===== src/rtl/gpio_axil_responder.sv =====
// ============================================================================
// Module   : gpio_axil_responder
// Brief    : AXI4-Lite slave exposing a 32-bit GPIO block (OUT, IN, DIR).
// Revision : 1.0 - initial release
// ============================================================================
`default_nettype none

module gpio_axil_responder #(
    parameter logic [63:0] BaseAddr = 64'h0010_0000,
    parameter logic [63:0] Length   = 64'h0001_0000
) (
    input  logic        clk_i,
    input  logic        rst_i,
    input  logic [63:0] aw_addr_i,
    input  logic        aw_valid_i,
    output logic        aw_ready_o,
    input  logic [31:0] w_data_i,
    input  logic [3:0]  w_strb_i,
    input  logic        w_valid_i,
    output logic        w_ready_o,
    output logic [1:0]  b_resp_o,
    output logic        b_valid_o,
    input  logic        b_ready_i,
    input  logic [63:0] ar_addr_i,
    input  logic        ar_valid_i,
    output logic        ar_ready_o,
    output logic [31:0] r_data_o,
    output logic [1:0]  r_resp_o,
    output logic        r_valid_o,
    input  logic        r_ready_i,
    input  logic [31:0] gpio_i,
    output logic [31:0] gpio_o,
    output logic [31:0] gpio_oe_o
);

    localparam logic [0:0] W_IDLE = 1'b0;
    localparam logic [0:0] W_RESP = 1'b1;
    localparam logic [0:0] R_IDLE = 1'b0;
    localparam logic [0:0] R_DATA = 1'b1;

    localparam logic [1:0] c_RESP_OKAY   = 2'b00;
    localparam logic [1:0] c_RESP_SLVERR = 2'b10;
    localparam logic [1:0] c_RESP_DECERR = 2'b11;

    logic [0:0]  r_wstate;
    logic [0:0]  r_rstate;
    logic [1:0]  r_bresp;
    logic [1:0]  r_rresp;
    logic [31:0] r_rdata;
    logic [31:0] r_out;
    logic [31:0] r_dir;
    logic [31:0] r_sync1;
    logic [31:0] r_sync2;

    logic [63:0] w_aw_off;
    logic [63:0] w_ar_off;
    logic        w_aw_in;
    logic        w_aw_map;
    logic        w_ar_in;
    logic        w_ar_map;
    logic [1:0]  w_aw_resp;
    logic [1:0]  w_ar_resp;
    logic        w_wr_hs;
    logic        w_rd_hs;
    logic [31:0] w_out_nxt;
    logic [31:0] w_dir_nxt;
    logic [31:0] w_rd_data;
    logic        w_unused;

    // Subtraction is only trusted once addr >= base, so no wrap can fake a hit.
    assign w_aw_off = aw_addr_i - BaseAddr;
    assign w_ar_off = ar_addr_i - BaseAddr;
    assign w_aw_in  = (aw_addr_i >= BaseAddr) && (w_aw_off < Length);
    assign w_ar_in  = (ar_addr_i >= BaseAddr) && (w_ar_off < Length);
    assign w_aw_map = w_aw_in && (w_aw_off[63:4] == 60'd0) && (w_aw_off[3:2] != 2'd3);
    assign w_ar_map = w_ar_in && (w_ar_off[63:4] == 60'd0) && (w_ar_off[3:2] != 2'd3);

    assign w_aw_resp = !w_aw_in ? c_RESP_DECERR : (!w_aw_map ? c_RESP_SLVERR : c_RESP_OKAY);
    assign w_ar_resp = !w_ar_in ? c_RESP_DECERR : (!w_ar_map ? c_RESP_SLVERR : c_RESP_OKAY);

    assign w_unused = &{1'b0, w_aw_off[1:0], w_ar_off[1:0]};

    // AW and W are only ever accepted together.
    assign w_wr_hs    = (r_wstate == W_IDLE) && aw_valid_i && w_valid_i && !rst_i;
    assign aw_ready_o = w_wr_hs;
    assign w_ready_o  = w_wr_hs;
    assign ar_ready_o = (r_rstate == R_IDLE) && !rst_i;
    assign w_rd_hs    = ar_ready_o && ar_valid_i;

    always_comb begin
        w_out_nxt = r_out;
        w_dir_nxt = r_dir;
        if (w_wr_hs && w_aw_map) begin
            for (int i = 0; i < 4; i++) begin
                if (w_strb_i[i]) begin
                    if (w_aw_off[3:2] == 2'd0) w_out_nxt[8*i +: 8] = w_data_i[8*i +: 8];
                    if (w_aw_off[3:2] == 2'd2) w_dir_nxt[8*i +: 8] = w_data_i[8*i +: 8];
                end
            end
        end
    end

    always_comb begin
        w_rd_data = 32'd0;
        if (w_ar_map) begin
            case (w_ar_off[3:2])
                2'd0:    w_rd_data = r_out;
                2'd1:    w_rd_data = r_sync2;
                2'd2:    w_rd_data = r_dir;
                default: w_rd_data = 32'd0;
            endcase
        end
    end

    always_ff @(posedge clk_i) begin
        if (rst_i) begin
            r_sync1  <= 32'd0;
            r_sync2  <= 32'd0;
            r_out    <= 32'd0;
            r_dir    <= 32'd0;
            r_wstate <= W_IDLE;
            r_bresp  <= 2'b00;
            r_rstate <= R_IDLE;
            r_rresp  <= 2'b00;
            r_rdata  <= 32'd0;
        end else begin
            r_sync1 <= gpio_i;
            r_sync2 <= r_sync1;
            r_out   <= w_out_nxt;
            r_dir   <= w_dir_nxt;

            case (r_wstate)
                W_IDLE: begin
                    if (w_wr_hs) begin
                        r_bresp  <= w_aw_resp;
                        r_wstate <= W_RESP;
                    end
                end
                default: begin
                    if (b_ready_i) r_wstate <= W_IDLE;
                end
            endcase

            // Read data is sampled before this edge's register write lands.
            case (r_rstate)
                R_IDLE: begin
                    if (w_rd_hs) begin
                        r_rdata  <= w_rd_data;
                        r_rresp  <= w_ar_resp;
                        r_rstate <= R_DATA;
                    end
                end
                default: begin
                    if (r_ready_i) r_rstate <= R_IDLE;
                end
            endcase
        end
    end

    assign b_valid_o = (r_wstate == W_RESP);
    assign b_resp_o  = r_bresp;
    assign r_valid_o = (r_rstate == R_DATA);
    assign r_resp_o  = r_rresp;
    assign r_data_o  = r_rdata;
    assign gpio_o    = r_out;
    assign gpio_oe_o = r_dir;

endmodule

`default_nettype wire


===== config.mk =====
export PLATFORM = sky130hd
export DESIGN_NAME = gpio_axil_responder
export DESIGN_NICKNAME = d
export VERILOG_FILES = /design/src/rtl/gpio_axil_responder.sv
export SDC_FILE = /design/constraint.sdc
export NUM_CORES = 1
export LEC_CHECK = 0
export ABC_CLOCK_PERIOD_IN_PS = 10500
export CAP_MARGIN = 25
export CORE_MARGIN = 1.5
export CORE_UTILIZATION = 46
export CTS_CLUSTER_SIZE = 40
export DETAILED_ROUTE_END_ITERATION = 16
export HOLD_SLACK_MARGIN = 0.03
export PLACE_DENSITY = 0.84
export SLEW_MARGIN = 10
export SYNTH_ARGS = -nofsm -noshare
export SYNTH_HDL_FRONTEND = slang
export SYNTH_SLANG_ARGS = --single-unit
export TNS_END_PERCENT = 1

===== constraint.sdc =====
create_clock -name clk_i -period 10.5 [get_ports clk_i]
set_input_delay 2.1 -clock clk_i [delete_from_list [all_inputs] [get_ports clk_i]]
set_output_delay 2.1 -clock clk_i [all_outputs]
set_load 0.03 [all_outputs]

* Word-level counts from Yosys, hierarchy flattened *
Cells that the tools add are included.
Widths: inputs -> output; s select.

word-level totals
  flip-flop bits (word level) = 166
  latch bits = 0
  RAM bits = 0
  memory bits (read-only) = 0
  input port bits = 203
  output and inout bits = 105
  logic and storage cells = 67
  memories kept = 0

cells by class
  add/sub/neg operators = 2
  $mul = 0
  divide/modulo/power cells = 0
  magnitude comparators = 4
  equal/unequal tests = 5
  shift-type cells = 0
  multiplexer cells = 12
  bitwise gates (word level) = 2
  reductions and logical operators = 27

operator list
  kind                    count
  $ge 64x21->1 const B    2
  $lt 64x17->1 const B    2
  $sub 64x21->64 const B  2
  $logic_not 60->1        2
  $pmux 32 s3             1
  $mux 32                 1
  $reduce_and 3->1        8
  $logic_and 1x1->1       12
  $mux 2                  4
  $mux 1                  6
  $eq 2x2->1 const B      2
  $logic_not 2->1         2
  $ne 2x2->1 const B      2
  $reduce_and 2->1        2
  $eq 2x1->1 const B      1
  $not 1->1               2
  $logic_not 1->1         1

* Longest topological paths before layout *
  depth after elaboration = 7
  gate-level depth with buffers = 10
  gate-level depth less buffers = 7

* Least setup slack after synthesis *
Ideal clock, no wire load.

  path type = input-to-output
  from = in rst_i
  to = out w_ready_o
  arrival time = 3195 ps
  path slack = 5205 ps
  cell stages on the path = 4
  cells stage by stage = clkbuf_1 nor4bb_1 clkbuf_1 buf_4

between the ends
  word-level cells in the longest chain between the ends = 2

RTL lines
  item               line  RTL
  start, declared    13    input logic rst_i,
  $logic_not 1->1    84    assign w_wr_hs = (r_wstate == W_IDLE) && aw_valid_i && w_valid_i && !rst_i;
  $logic_and 1x1->1  84
  end, declared      20    output logic w_ready_o,

No other way between the ends.

* Worst setup path in the final report *
  from = in w_valid_i
  to = out w_ready_o

between the ends
  word-level cells in the longest chain between the ends = 2

RTL lines
  item                            line  RTL
  start, declared                 19    input logic w_valid_i,
  $logic_and 1x1->1 (2 in a row)  84

No other way between the ends.

==> key figures <==
Setup path
  – Worst r2r dst: r_data_o[25]$_SDFFE_PP0P_
  – Setup CP Type: primary input to primary output
  – Worst path top cell family by delay: buffers and inverters
  – Worst path bufs/invs: 3
  – FF-to-FF Start: r_valid_o$_SDFF_PP0_
  – Crit Path Max Fanout: 4
  – Critical path launch point type: primary input
  – CP endpoint kind: primary output
  – Worst path most repeated cell: clkdlybuf4s50_1
  – Worst EP arrival: 3.99 ns
  – CP peak stage delay: 0.72 ns
  – Crit path cell chain: clkdlybuf4s50_1 > nor4bb_1 > buf_4 > clkdlybuf4s50_1
  – R2R Setup Slk: 7.35 ns
  – Slowest-stage cell, CP: clkdlybuf4s50_1
  – Worst Path Required: 8.40 ns
  – R2R depth: 7

Min path
  – Hold path startpoint: r_sync1[23]$_SDFF_PP0_
  – Hold depth: 1
  – Hold WC Path Type: flip-flop to flip-flop
  – Hold Path End: r_sync2[23]$_SDFF_PP0_

Clock tree
  – Clock Path Buffers: 2
  – Hold buffer count at cts: 0
  – Clk root buf: clkbuf_16
  – Worst skew pair latency: 0.42 ns
  – CTS tree: yes
  – Post-cts resize count: 0
  – Setup repair bufs after CTS: 0
  – Worst-path clk slew: 0.06 ns
  – H-tree Lvls: 4
  – Cts bufs inserted: 17
  – TritonCTS Sinks: 166

Detailed routing
  – Routed WL per cell: 18.8 um
  – DR pass1 iterations: 7
  – Number of DRC markers in iteration 0: 643
  – Vias after detailed routing: 7222
  – Residual DRC: 0
  – Vias per cell: 5.68
  – Final ANT Viol Nets: 0
  – Final wirelength: 24000 um

Floorplanning
  – IO Count: 308
  – Die W: 127 um
  – Die area: 16000 um^2
  – Die H: 127 um
  – Initial Util: 46.6%
  – Core area: 15100 um^2
  – FP Rows: 45

Power
  – Power per Cell Area: 133 nW/um^2
  – Static Leak: 3.64 nW
  – Total power: 1.41 mW
  – Maximum vdd drop: 0.111 mV

Logic synthesis
  – Largest family of logic cells by synthesized area: simple AND/OR/NAND/NOR gates
  – Adder-cell share of the synthesized area: 0%
  – #FFs+latches synth: 166
  – Synth Flop Type: dfxtp_1
  – Post-synthesis simple-gate area fraction: 23.7%
  – XOR/XNOR Fraction of Synth Area: 0.249%
  – Yosys cell types: 44
  – Synth Net Count: 1007
  – Syn avg cell area: 8.75 um^2
  – Yosys warns: 0
  – Mux cell area share after synthesis: 5.00%
  – Register area share after synthesis: 47.3%
  – Compound-Gate Fraction of Synth Area: 18.6%
  – Synthesized area: 7030 um^2
  – Number of synthesized flops with an enable pin: 0
  – Mapped Cells: 804
  – Asr flop ratio synth: 0%

STA
  – Tmin final: 6.09 ns
  – Final Hold Fails: 0
  – Fin crit share: 58.0%
  – Fin. max-slew vios: 0
  – Clk_skew: 0.0103 ns
  – RSZ-0062 raised after global routing: no
  – Final TNS setup: 0 ns
  – Final worst slack: 4.41 ns
  – Fmax: 0.164 GHz
  – Slew HR: 31.8%
  – Worst-margin pin slew: 1.02 ns
  – # setup viols final: 0

Global route
  – Total GRT Usage: 29.8%
  – First-pass GRT wire length: 37200 um
  – Congestion Overflow GR: 0
  – Initial antenna violation count: 1
  – Vias in the first global route: 7027
  – Pin count of the biggest net entering global routing: 73

Cells and area
  – Layout area overhead: 51.0%
  – Ant. Diodes: 0
  – Fin nets: 1275
  – Share of layout cells above drive strength 1: 5.81%
  – Util after Layout: 70.4%

Status
  – Outcome: complete, no violations

Placed design
  – IO Port Bufs: 303
  – Routability cong.: 0.923
  – DP Wirelength: 16700 um
  – Setup slack after placement: 4.40 ns

Run
  – Max_cap viols: 0
metal layers:
layer  part of all wire [%]  track usage, %  vias up
li1                       -               -     3438
met1                     43            38.5     3432
met2                     47            48.0      310
met3                    9.0            8.69       40
met4                    1.8            9.69        2
met5                  0.054               0        -
area by class of cell:
class                   count  area, um^2
fillers                  1203        4470
clock buffers              22         464
repair buffers            312        3100
flip-flops and latches    166        3320
clock inverters             9         119
inverters                   6        22.5
multi-input cells         569        3350
well taps                 188         235
per-stage QoR:
stage,cell area (um^2),instances,hold slack (ns)
2_1_floorplan,7030,804,0.414
3_3_place_gp,10000,1240,0.416
3_5_place_dp,10000,1241,0.424
4_1_cts,10600,1272,0.438
5_1_grt,10600,1272,0.449
6_report,10600,1272,0.434
worst max-delay path by stage:
stage	from	to	slack [ns]	cells past startpoint
2_1_floorplan	rst_i	w_ready_o	5.21	4
3_3_place_gp	w_valid_i	w_ready_o	4.42	4
3_5_place_dp	w_valid_i	w_ready_o	4.40	4
4_1_cts	w_valid_i	w_ready_o	4.39	4
5_1_grt	w_valid_i	w_ready_o	4.31	4
6_report	w_valid_i	w_ready_o	4.41	4
Yosys cell counts, types with 2 or more instances:
| cell | instances | area share [%] |
|---|---|---|
| clkbuf_1 | 37 | 2.0 |
| or4_1 | 6 | 0.64 |
| nor2b_1 | 66 | 5.9 |
| o31ai_1 | 4 | 0.43 |
| nor4_1 | 27 | 2.4 |
| nand2b_1 | 5 | 0.44 |
| buf_6 | 9 | 1.4 |
| nand2_1 | 41 | 2.2 |
| buf_4 | 9 | 0.96 |
| inv_1 | 6 | 0.32 |
| o21ai_0 | 36 | 2.6 |
| and4_1 | 8 | 1.0 |
| o41ai_1 | 2 | 0.25 |
| nor2_1 | 44 | 2.3 |
| a2111oi_2 | 7 | 1.5 |
| or2_2 | 3 | 0.27 |
| a31o_2 | 2 | 0.25 |
| a211oi_1 | 3 | 0.32 |
| nand4_1 | 18 | 1.6 |
| nor3_1 | 6 | 0.43 |
| mux2i_1 | 34 | 4.8 |
| o41a_1 | 2 | 0.32 |
| o21ai_1 | 65 | 4.6 |
| dfxtp_1 | 166 | 47 |
| buf_1 | 2 | 0.11 |
| or3_1 | 5 | 0.44 |
| nand3_1 | 68 | 4.8 |
| a21oi_1 | 99 | 7.0 |
| buf_2 | 6 | 0.43 |
| or4_4 | 4 | 0.64 |
registers in the layout, indices dropped and copies added (netlist names):
signal and flops:
b_resp_o 2, b_valid_o 1, gpio_o 32, gpio_oe_o 32, r_data_o 32, r_resp_o 2, r_sync1 32, r_sync2 32
r_valid_o 1
layout by cell type, fill, tap and decap left out, types with 5 or more instances in the layout:
cell	n
a2111oi_2	7
a21oi_1	99
and4_1	8
buf_4	9
clkbuf_16	17
clkdlybuf4s50_1	301
dfxtp_1	166
inv_1	6
mux2i_1	34
nand2_1	41
nand2b_1	5
nand3_1	68
nand4_1	18
nor2_1	43
nor2b_1	65
nor3_1	6
nor4_1	27
o21ai_0	36
o21ai_1	65
or3_1	5
or4_1	5
report_power, final:
group | leakage [nW] | switching (mW) | internal [mW]
clock | 0.277 | 0.247 | 0.364
combinational | 2.01 | 0.0627 | 0.0880
sequential | 1.35 | 0.00403 | 0.643
total | 3.64 | 0.314 | 1.10
kinds of logic (layout without fill, tap and decap cells):
| group | count (synthesis) | after routing |
|---|---|---|
| and+or+nand+nor | 304 | 304 |
| AOI/OAI and AO/OA | 228 | 228 |
| DFF | 166 | 166 |
| buffers and inverters | 69 | 349 |
| muxes | 35 | 35 |
| xor gates and xnor gates | 2 | 2 |
Power figures use the tool's default switching activity.
